===== config.mk =====
export PLATFORM = sky130hd
export DESIGN_NAME = clk_div_sched
export DESIGN_NICKNAME = d
export VERILOG_FILES = /design/src/rtl/clk_div_pkg.sv /design/src/rtl/clk_div_sched_core.sv /design/src/rtl/clk_div_sched.sv
export SDC_FILE = /design/constraint.sdc
export NUM_CORES = 1
export LEC_CHECK = 0
export CORE_MARGIN = 5
export CORE_UTILIZATION = 45
export DETAILED_ROUTE_END_ITERATION = 10
export PLACE_DENSITY = 0.68
export SYNTH_ARGS = -nofsm -noshare
export SYNTH_HDL_FRONTEND = slang
export SYNTH_HIERARCHICAL = 1
export SYNTH_SLANG_ARGS = --single-unit
export TNS_END_PERCENT = 10

===== constraint.sdc =====
create_clock -name CLK -period 3.61 [get_ports CLK]
set_input_delay 0.5415 -clock CLK [delete_from_list [all_inputs] [get_ports CLK]]
set_output_delay 0.5415 -clock CLK [all_outputs]
set_load 0.02 [all_outputs]

===== src/rtl/clk_div_pkg.sv =====
// Shared types and constants for the runtime-programmable clock divider.
package clk_div_pkg;

  typedef enum logic [1:0] {
    ST_IDLE,
    ST_RUN,
    ST_DRAIN
  } state_t;

  localparam int unsigned MIN_DIV = 2;

endpackage


===== src/rtl/clk_div_sched_core.sv =====
// Period counter, registered divided-clock level and edge strobes for clk_div_sched.
module clk_div_core #(
  parameter int unsigned CNT_W = 8
) (
  input  logic             CLK,
  input  logic             RST_N,
  input  logic             en,
  input  logic [CNT_W-1:0] div,
  output logic             at_end,
  output logic             div_clk,
  output logic             rise_stb,
  output logic             fall_stb
);

  logic [CNT_W-1:0] cnt;
  logic [CNT_W-1:0] cnt_nxt;
  logic [CNT_W-1:0] half;

  assign half   = div >> 1;
  assign at_end = en && (cnt == div - CNT_W'(1));

  always_comb begin
    cnt_nxt = '0;
    if (en && !at_end) cnt_nxt = cnt + CNT_W'(1);
  end

  // Level and strobes are derived from the next count so they line up with cnt.
  // A ratio change only happens when cnt_nxt is 0, where neither depends on div.
  always_ff @(posedge CLK or negedge RST_N) begin
    if (!RST_N) begin
      cnt      <= '0;
      div_clk  <= 1'b0;
      rise_stb <= 1'b0;
      fall_stb <= 1'b0;
    end else begin
      cnt      <= cnt_nxt;
      div_clk  <= (cnt_nxt >= half);
      rise_stb <= (cnt_nxt == half);
      fall_stb <= at_end;
    end
  end

endmodule


===== src/rtl/clk_div_sched.sv =====
// Clock-divider controller: run/drain sequencing and ratio req/ack handshake.
module clk_div_sched #(
  parameter int unsigned CNT_W   = 8,
  parameter int unsigned DEF_DIV = 8
) (
  input  logic             CLK,
  input  logic             RST_N,
  input  logic             iRUN,
  input  logic             iDIV_REQ,
  input  logic [CNT_W-1:0] iDIV_VAL,
  output logic             oDIV_ACK,
  output logic             oDIV_ERR,
  output logic             oDIV_CLK,
  output logic             oRISE_STB,
  output logic             oFALL_STB,
  output logic             oBUSY,
  output logic [CNT_W-1:0] oCUR_DIV
);
  import clk_div_pkg::*;

  state_t           state;
  state_t           state_nxt;
  logic [CNT_W-1:0] active_div;
  logic [CNT_W-1:0] pending_div;
  logic             pending_valid;
  logic             at_end;
  logic             apply;
  logic             req_ok;
  logic             ack_q;
  logic             err_q;

  clk_div_core #(.CNT_W(CNT_W)) u_core (
    .CLK      (CLK),
    .RST_N    (RST_N),
    .en       (state != ST_IDLE),
    .div      (active_div),
    .at_end   (at_end),
    .div_clk  (oDIV_CLK),
    .rise_stb (oRISE_STB),
    .fall_stb (oFALL_STB)
  );

  always_comb begin
    state_nxt = state;
    case (state)
      ST_IDLE:  if (iRUN) state_nxt = ST_RUN;
      ST_RUN:   if (!iRUN) state_nxt = ST_DRAIN;
      ST_DRAIN: begin
        if (iRUN)        state_nxt = ST_RUN;
        else if (at_end) state_nxt = ST_IDLE;
      end
      default:  state_nxt = ST_IDLE;
    endcase
  end

  assign req_ok = iDIV_REQ && (iDIV_VAL >= CNT_W'(MIN_DIV));
  assign apply  = pending_valid && ((state == ST_IDLE) || at_end);

  always_ff @(posedge CLK or negedge RST_N) begin
    if (!RST_N) begin
      state         <= ST_IDLE;
      active_div    <= CNT_W'(DEF_DIV);
      pending_div   <= '0;
      pending_valid <= 1'b0;
      ack_q         <= 1'b0;
      err_q         <= 1'b0;
    end else begin
      state <= state_nxt;
      ack_q <= apply;
      err_q <= iDIV_REQ && !req_ok;
      if (apply) active_div <= pending_div;
      // A request in the apply cycle itself stays pending for the next boundary.
      if (req_ok) begin
        pending_div   <= iDIV_VAL;
        pending_valid <= 1'b1;
      end else if (apply) begin
        pending_valid <= 1'b0;
      end
    end
  end

  assign oDIV_ACK = ack_q;
  assign oDIV_ERR = err_q;
  assign oBUSY    = (state != ST_IDLE);
  assign oCUR_DIV = active_div;

endmodule


======== Word level (Yosys, flattened, before mapping) ========
Index checks and enable logic that the tools add are counted.
W data, S select, Z words.
cells by class
  add/sub/neg operators ................... 2
  $lt $le $gt $ge ......................... 2
  eq/ne operators ......................... 7
  mux-type cells .......................... 8
  reductions and logical operators ........ 12
operator list
  cell                   count
  $add A8 B1 Y8 const B  1
  $eq A8 B7 Y1           1
  $eq A8 B8 Y1           1
  $ge A8 B2 Y1 const B   1
  $ge A8 B7 Y1           1
  $mux W2                4
  $mux W8                1
  $sub A8 B1 Y8 const B  1
  $pmux W2 S3            1
  $logic_and A1 B1 Y1    5
  $ne A2 B2 Y1 const B   2
  $reduce_bool A2 Y1     2
  $ne A3 B3 Y1 const B   1
  $reduce_and A3 Y1      1
  $eq A2 B1 Y1 const B   1
  $eq A2 B2 Y1 const B   1
  $logic_not A1 Y1       2
  $logic_not A2 Y1       1
  $mux W1                2
  $logic_or A1 B1 Y1     1
word-level totals
  register bits ........................... 32
  output and inout bits ................... 14

======== Depth between registers and ports, before layout ========
Gate-level depths: netlist (run 1).
  word-level depth ........................ 7
  mapped depth ............................ 13

======== Cells and area by module ========
Netlist (run 1), hierarchy kept.
by module, submodules not included
  module         instances  cells each  area an instance (sq um)  seq. area each (sq um)
  clk_div_core   1          98          904.6                     275.3
  clk_div_sched  1          52          800.8                     526.8

======== Worst setup path after synthesis (run 1) ========
Ideal clock, no wire load.
  kind .................................... register to register
  from .................................... reg active_div[0], in the netlist oCUR_DIV[0]
  to ...................................... reg u_core.div_clk
  library setup time ...................... 118 ps
  arrival time ............................ 3205 ps
  slack ................................... 286 ps
  cell stages (with the launch flop) ...... 14
  buffers on the path ..................... 1
  cell sequence ........................... dfrtp_1 -> inv_1 -> ha_1 -> or3b_1 -> or4_1 -> a2111oi_2 -> a31oi_1 -> buf_2 -> and2_1 -> ha_1 -> a21o_1 -> a21oi_1 -> o221ai_1 -> a21o_1
between the ends
  cells in the longest elaborated chain, start to end .. 7
RTL lines
  what                    RTL line                  text
  from (decl)             clk_div_sched.sv:23       logic [CNT_W-1:0] active_div;
  from (signal assigned)  clk_div_sched.sv:62       active_div <= CNT_W'(DEF_DIV);
  from (signal assigned)  clk_div_sched.sv:71       if (apply) active_div <= pending_div;
  $sub A8 B1 Y8           clk_div_sched_core.sv:20  assign at_end = en && (cnt == div - CNT_W'(1));
  $eq A8 B8 Y1            clk_div_sched_core.sv:20
  $logic_and A1 B1 Y1     clk_div_sched_core.sv:20
  $logic_not A1 Y1        clk_div_sched_core.sv:24  if (en && !at_end) cnt_nxt = cnt + CNT_W'(1);
  $logic_and A1 B1 Y1     clk_div_sched_core.sv:24
  $mux W8                 clk_div_sched_core.sv:24
  via u_core.cnt_nxt[5]   clk_div_sched_core.sv:16  logic [CNT_W-1:0] cnt_nxt;
  $ge A8 B7 Y1            clk_div_sched_core.sv:37  div_clk <= (cnt_nxt >= half);
  to (signal assigned)    clk_div_sched_core.sv:37
  to (decl)               clk_div_sched_core.sv:10  output logic div_clk,
The timed path passes the listed nets, and every way through them passes these cells.
A chain may end at the register's enable or synchronous reset.

======== Final worst setup path (run 1) ========
  from .................................... reg active_div[1], in the netlist oCUR_DIV[1]
  to ...................................... reg u_core.div_clk
between the ends
  cells in the longest elaborated chain, start to end .. 7
RTL lines
  what                 RTL line
  $sub A8 B1 Y8        clk_div_sched_core.sv:20
  $eq A8 B8 Y1         clk_div_sched_core.sv:20
  $logic_and A1 B1 Y1  clk_div_sched_core.sv:20
  $logic_not A1 Y1     clk_div_sched_core.sv:24
  $logic_and A1 B1 Y1  clk_div_sched_core.sv:24
  $mux W8              clk_div_sched_core.sv:24
  $ge A8 B7 Y1 (*)     clk_div_sched_core.sv:37
Every way passes the cells marked *; elsewhere a longest branch is shown, timed or not.

==> impl_metrics.py, run 1 <==
metrics = {
    "sta": {
        "hold_viol": 0,
        "slew-limit-headroom": 0.463,
        "holdWs_ns": 0.498,
        "fin_crit_sh": 0.956,
        "finalCriticalPeriod_ns": 3.45,
        "setup_violations": 0,
        "drv_slew": 0,
        "skew_ns": 0.00533,
        "tightest_slew_ns": 0.800,
        "max_freq_mhz": 290,
    },
    "placement": {
        "place_area_sq_um": 2030,
        "hpwl_microns": 2750,
        "placed_cells": 223,
        "portBuffers": 25,
        "routabilityCongestion": 0.911,
    },
    "logic_synthesis": {
        "synth_area_sq_um": 1710,
        "ys_ff_latch": 32,
        "avgSynthCellArea_sq_um": 11.4,
        "synthArstFlopShare": 1.00,
        "yosysTopAreaCell": "dfrtp_1",
        "yosys_warnings": 6,
        "synth_flop_cell": "dfrtp_1",
        "ys_top_cells_by_area": "dfrtp_1 (45%), ha_1 (6.6%), xnor2_1 (6.2%), mux2_2 (5.3%), a22o_1 (3.6%)",
        "seq_area_frac_synth": 0.470,
        "ys_types": 41,
        "syn_inst": 150,
        "synth_fp_nets": 171,
        "synth-edff-count": 0,
        "netlist.area_leader.share": 0.455,
    },
    "cts": {
        "ctsLongestPathBuffers": 2,
        "postCtsSetupBuffers": 0,
        "cts_buffers": 5,
        "cts_hold_buffers": 0,
        "cts_tree": "yes",
        "cts.repair.resized": 0,
        "cts.sinks": 32,
        "htreeDepth": 2,
        "clock_latency_ns": 0.28,
        "clockRootBuffer": "clkbuf_8",
        "path_clk_slew_ns": 0.07,
    },
    "critical_path": {
        "cp.arrival_ns": 3.62,
        "cp-end-kind": "register",
        "startpoint": "oCUR_DIV[1]",
        "cp_max_fo": 7,
        "cp.required_ns": 3.78,
        "reg2reg_from": "oCUR_DIV[1]",
        "cp-start-kind": "register",
        "worstSetupPathType": "reg -> reg",
    },
    "die": {
        "fp-row-count": 22,
        "start_util": 0.466,
        "die_area_sq_um": 5120,
        "coreArea_sq_um": 3660,
        "die_h_microns": 71.6,
        "ioPinCount": 26,
        "die_w_microns": 71.6,
    },
    "hold_path": {
        "hp-start": "pending_div[4]",
        "hold_path_class": "reg -> reg",
    },
    "layout": {
        "multiInputGateArea_sq_um": 857,
        "fin_util": 0.585,
        "nNetsFinal": 203,
        "instances_no_fill": 231,
        "fillers": 315,
        "fin_area_sq_um": 2140,
        "ff_latch_area_sq_um": 802,
        "drive_above_1_share": 0.153,
        "layout-area-overhead-vs-synth_pct": 25.5,
        "antennaDiodeCount": 0,
    },
    "pwr": {
        "p_leak_nw": 0.968,
        "p_per_area_nw_per_um2": 581,
        "ir_drop_mv": 0.374,
    },
    "global_route": {
        "overflow": 0,
        "grt_max_degree": 33,
        "grt_util_all_layers": 0.155,
        "antenna_found_initial": 0,
        "grt_pass1_wl_microns": 6180,
        "grt_pass1_vias": 1319,
    },
    "drt": {
        "antenna_left": 0,
        "wire_per_inst_microns": 15.7,
        "wirelength_microns": 3620,
        "vias": 1280,
        "viasPerCell": 5.54,
        "remaining_drc_errors": 0,
        "drt_iter0_markers": 47,
        "first_pass_iters": 4,
    },
    "run": {
        "cap_viol_max_count": 0,
    },
    "run_status": {
        "outcome": "finished, final reports clean",
    },
}
==> per-layer routing <==
| metal | GRT usage | vias up | share of wire |
|---|---|---|---|
| met2 | 0.256 | 34 | 0.49 |
| met5 | 0 | - | 0 |
| li1 | - | 603 | - |
| met4 | 0.0689 | 0 | 0.024 |
| met1 | 0.191 | 630 | 0.44 |
| met3 | 0.0365 | 13 | 0.047 |
==> cell usage after synthesis, types with 2 or more instances <==
cell type   n
dfrtp_1    31
inv_1      13
xnor2_1    12
and2_1      9
ha_1        9
mux2_2      8
nand3_1     8
a22o_1      7
nor2_1      6
a21o_1      3
clkbuf_1    3
or4_1       3
a21oi_1     2
and3_1      2
nand2b_1    2
nand4_1     2
nor2b_1     2
nor4_1      2
o221ai_1    2
o31ai_1     2
xor2_1      2
==> kinds of logic after synthesis <==
group                    share of synthesized area
multiplexers                                0.0675
buffers and inverters                       0.0381
AO/OA/AOI/OAI                                0.133
adder cells (fa/ha/maj)                     0.0660
flip-flops                                   0.470
AND/OR/NAND/NOR                              0.153
XOR/XNOR                                    0.0719
==> cell type report <==
cell class	instances	area share
Clock inverter	2	0.00468
Tap cell	48	0.0281
Sequential cell	32	0.375
Clock buffer	6	0.0386
Inverter	13	0.0228
Multi-Input combinational cell	101	0.400
Timing Repair Buffer	29	0.131
==> report_power, final <==
part           total [mW]  switching, mW  internal (mW)  leakage [nW]
sequential          0.495         0.0782          0.417         0.405
combinational       0.470          0.236          0.234         0.512
clock               0.279          0.127          0.152        0.0510
==> stage by stage <==
step	total power [mW]	setup WS, ns	setup TNS (ns)
after floorplan	0.773	0.286	0
after global placement	0.934	0.300	0
after detailed placement	0.950	0.164	0
after CTS	1.23	0.143	0
after global routing	1.32	-0.00965	-0.00965
final	1.24	0.160	0
==> flip-flops by register name (all words and copies together) (netlist names) <==
name,flops
u_core/rise_stb,1
oDIV_ERR,1
pending_div,8
u_core/cnt,8
state,2
oCUR_DIV,8
u_core/div_clk,1
u_core/fall_stb,1
pending_valid,1
oDIV_ACK,1
==> layout by cell type, fill, tap and decap left out, types with 3 or more instances in the layout <==
master	n
or4_1	3
inv_1	13
nor2_1	6
a22o_1	7
clkdlybuf4s50_1	25
clkbuf_8	6
ha_1	9
and2_1	9
dfrtp_1	31
xnor2_1	12
a21o_1	3
nand3_1	8
mux2_2	8
buf_4	4
==> worst paths after layout <==
kind                                  endpoint  slack (ns)  cells after the start
worst max-delay path            u_core/div_clk        0.16                     13
worst min register to register  pending_div[4]        0.50                      1
worst min-delay path            pending_div[4]        0.50                      1
worst max register to register  u_core/div_clk        0.16                     13
max in group asynchronous          oCUR_DIV[3]        2.62                      2
min in group asynchronous        u_core/cnt[4]        0.66                      2
==> critical path: stages (launching register included) <==
cell	delay, ns
dfrtp_1	0.46
inv_1	0.09
ha_1	0.18
or3b_1	0.40
or4_1	0.47
a2111oi_4	0.42
a31oi_2	0.17
or2b_1	0.18
ha_1	0.23
nand2b_1	0.14
a21o_1	0.17
a21oi_1	0.13
o221ai_1	0.13
a21o_1	0.17
(Power assumes the default switching activity.)
==> run 2, diff against run 1 <==
==> constraint.sdc (replaced) <==
create_clock -name CLK -period 4.2 [get_ports CLK]
set_input_delay 0.63 -clock CLK [delete_from_list [all_inputs] [get_ports CLK]]
set_output_delay 0.63 -clock CLK [all_outputs]
set_load 0.02 [all_outputs]
==> run 2 against run 1 <==
Effect of this change: register-to-register slack improved by 0.35 ns; sequential share of layout area increased by 0.60 points; wire length increased by 6.1%; non-clock buffer count decreased by 3; clock-buffer cell count increased by 2; first-iteration DRC count increased by 34%; die area unchanged; cell count decreased by 1.3%; sequential cell count unchanged; critical path type unchanged; critical endpoint unchanged; largest power group unchanged.
==> impl_metrics.py, run 2 (same netlist as run 1, synthesis figures left out) <==
metrics = {
    "sta": {
        "hold_viol": 0,
        "setup-tns-final_ns": 0,
        "setup_violations": 0,
        "skew_ns": 0.00739,
        "fin_crit_sh": 0.879,
        "max_freq_mhz": 271,
        "grt_setup_unrepaired": "no",
        "slew-limit-headroom": 0.424,
        "holdWs_ns": 0.490,
        "drv_slew": 0,
        "tightest_slew_ns": 0.860,
        "finalCriticalPeriod_ns": 3.69,
    },
    "cts": {
        "clock_latency_ns": 0.28,
        "path_clk_slew_ns": 0.06,
        "cts.repair.resized": 0,
        "cts_tree": "yes",
        "cts.sinks": 32,
        "cts_hold_buffers": 0,
        "clockRootBuffer": "clkbuf_8",
        "ctsLongestPathBuffers": 2,
        "postCtsSetupBuffers": 0,
        "cts_buffers": 5,
        "htreeDepth": 2,
    },
    "critical_path": {
        "reg2reg_from": "oCUR_DIV[1]",
        "worstSetupPathType": "reg -> reg",
        "cp.arrival_ns": 3.86,
        "cp-end-kind": "register",
        "r2r-end": "u_core/div_clk",
        "r2r_cells": 13,
        "cp_slowest_stage_delay_ns": 0.44,
        "cp-start-kind": "register",
        "cp_max_fo": 11,
        "cp.required_ns": 4.37,
        "cp_cell_sequence": "inv_1 -> ha_1 -> or3b_1 -> or4_1 -> a2111oi_2 -> a31oi_1 -> or2b_1 -> ha_1 -> nand2b_1 -> a21o_1 -> a21oi_1 -> o221ai_1 -> a21o_1",
        "r2r_slack_ns": 0.51,
        "crit_path_top_delay_cell": "dfrtp_1",
    },
    "layout": {
        "instances_no_fill": 228,
        "final_common_cell": "dfrtp_1",
        "fin_area_sq_um": 2110,
        "layout-area-overhead-vs-synth_pct": 23.6,
        "nNetsFinal": 200,
        "antennaDiodeCount": 0,
        "fillers": 323,
        "final_cell_mix": "dfrtp_1 (31), clkdlybuf4s50_1 (25), inv_1 (13)",
        "drive_above_1_share": 0.128,
    },
    "pwr": {
        "p_per_area_nw_per_um2": 506,
        "p_leak_nw": 0.953,
        "totalPowerFinal_mw": 1.07,
        "ir_drop_mv": 0.262,
    },
    "die": {
        "die_h_microns": 71.6,
        "start_util": 0.466,
        "coreArea_sq_um": 3660,
        "die_w_microns": 71.6,
        "ioPinCount": 26,
        "fp-row-count": 22,
        "die_area_sq_um": 5120,
    },
    "drt": {
        "first_pass_iters": 4,
        "wirelength_microns": 3840,
        "vias": 1263,
        "antenna_left": 0,
        "wire_per_inst_microns": 16.8,
        "remaining_drc_errors": 0,
        "drt_iter0_markers": 63,
        "viasPerCell": 5.54,
    },
    "global_route": {
        "grt_max_degree": 33,
        "grt_pass1_wl_microns": 6670,
        "antenna_found_initial": 0,
        "grt_util_all_layers": 0.168,
        "overflow": 0,
        "grt_pass1_vias": 1388,
    },
    "run_status": {
        "outcome": "finished, final reports clean",
    },
    "hold_path": {
        "min_path_cells": 1,
        "hold_path_class": "reg -> reg",
        "hp-start": "pending_div[1]",
        "hold_end": "pending_div[1]",
    },
    "placement": {
        "portBuffers": 25,
        "hpwl_microns": 2920,
        "place_area_sq_um": 2010,
        "placed_cells": 220,
        "routabilityCongestion": 0.842,
    },
    "run": {
        "cap_viol_max_count": 0,
    },
}
-- run 2: final cells by class --
cell class / instances / area (sq um) / area share
Tap cell: 48 / 60.1 / 0.0285
Clock buffer: 8 / 100 / 0.0475
Timing Repair Buffer: 26 / 258 / 0.122
Multi-Input combinational cell: 101 / 838 / 0.398
Sequential cell: 32 / 802 / 0.381
Inverter: 13 / 48.8 / 0.0232
-- run 2: report_power, final --
group          total (mW)  internal [mW]  switching, mW
Combinational       0.370          0.187          0.183
Clock               0.260          0.149          0.111
Sequential          0.435          0.358         0.0769
Total                1.07          0.695          0.370
-- run 2: per-stage QoR --
stage                     utilization  worst slack, ns
after CTS                       0.576            0.551
final                           0.576            0.508
after global routing            0.576            0.172
after detailed placement        0.548            0.560
after floorplan                     -            0.876
after global placement          0.548            0.690
-- run 2: worst max path at each step --
| stage | start | to | slack [ns] | cells after the start |
|---|---|---|---|---|
| floorplan | oCUR_DIV[0] | u_core/div_clk | 0.88 | 13 |
| global placement | oCUR_DIV[0] | u_core/div_clk | 0.69 | 13 |
| detailed placement | oCUR_DIV[1] | u_core/div_clk | 0.56 | 13 |
| CTS | oCUR_DIV[1] | u_core/div_clk | 0.55 | 13 |
| global route | oCUR_DIV[1] | u_core/div_clk | 0.17 | 13 |
| finish | oCUR_DIV[1] | u_core/div_clk | 0.51 | 13 |
-- run 2: worst max-delay path: cells and delay by family, from the launching register on --
| family | cells | cell delay [ns] |
|---|---|---|
| buffers and inverters | 1 | 0.08 |
| adders and majority gates | 2 | 0.40 |
| and+or+nand+nor | 4 | 1.23 |
| DFF | 1 | 0.44 |
| AOI/OAI and AO/OA | 6 | 1.43 |
-- run 2: routing by layer --
metal / share of wire / wire [microns] / track usage
met5: 0 / 0 / 0
met4: 0.0081 / 31 / 0.0543
met3: 0.046 / 178 / 0.0547
met2: 0.52 / 2000 / 0.288
met1: 0.42 / 1620 / 0.198
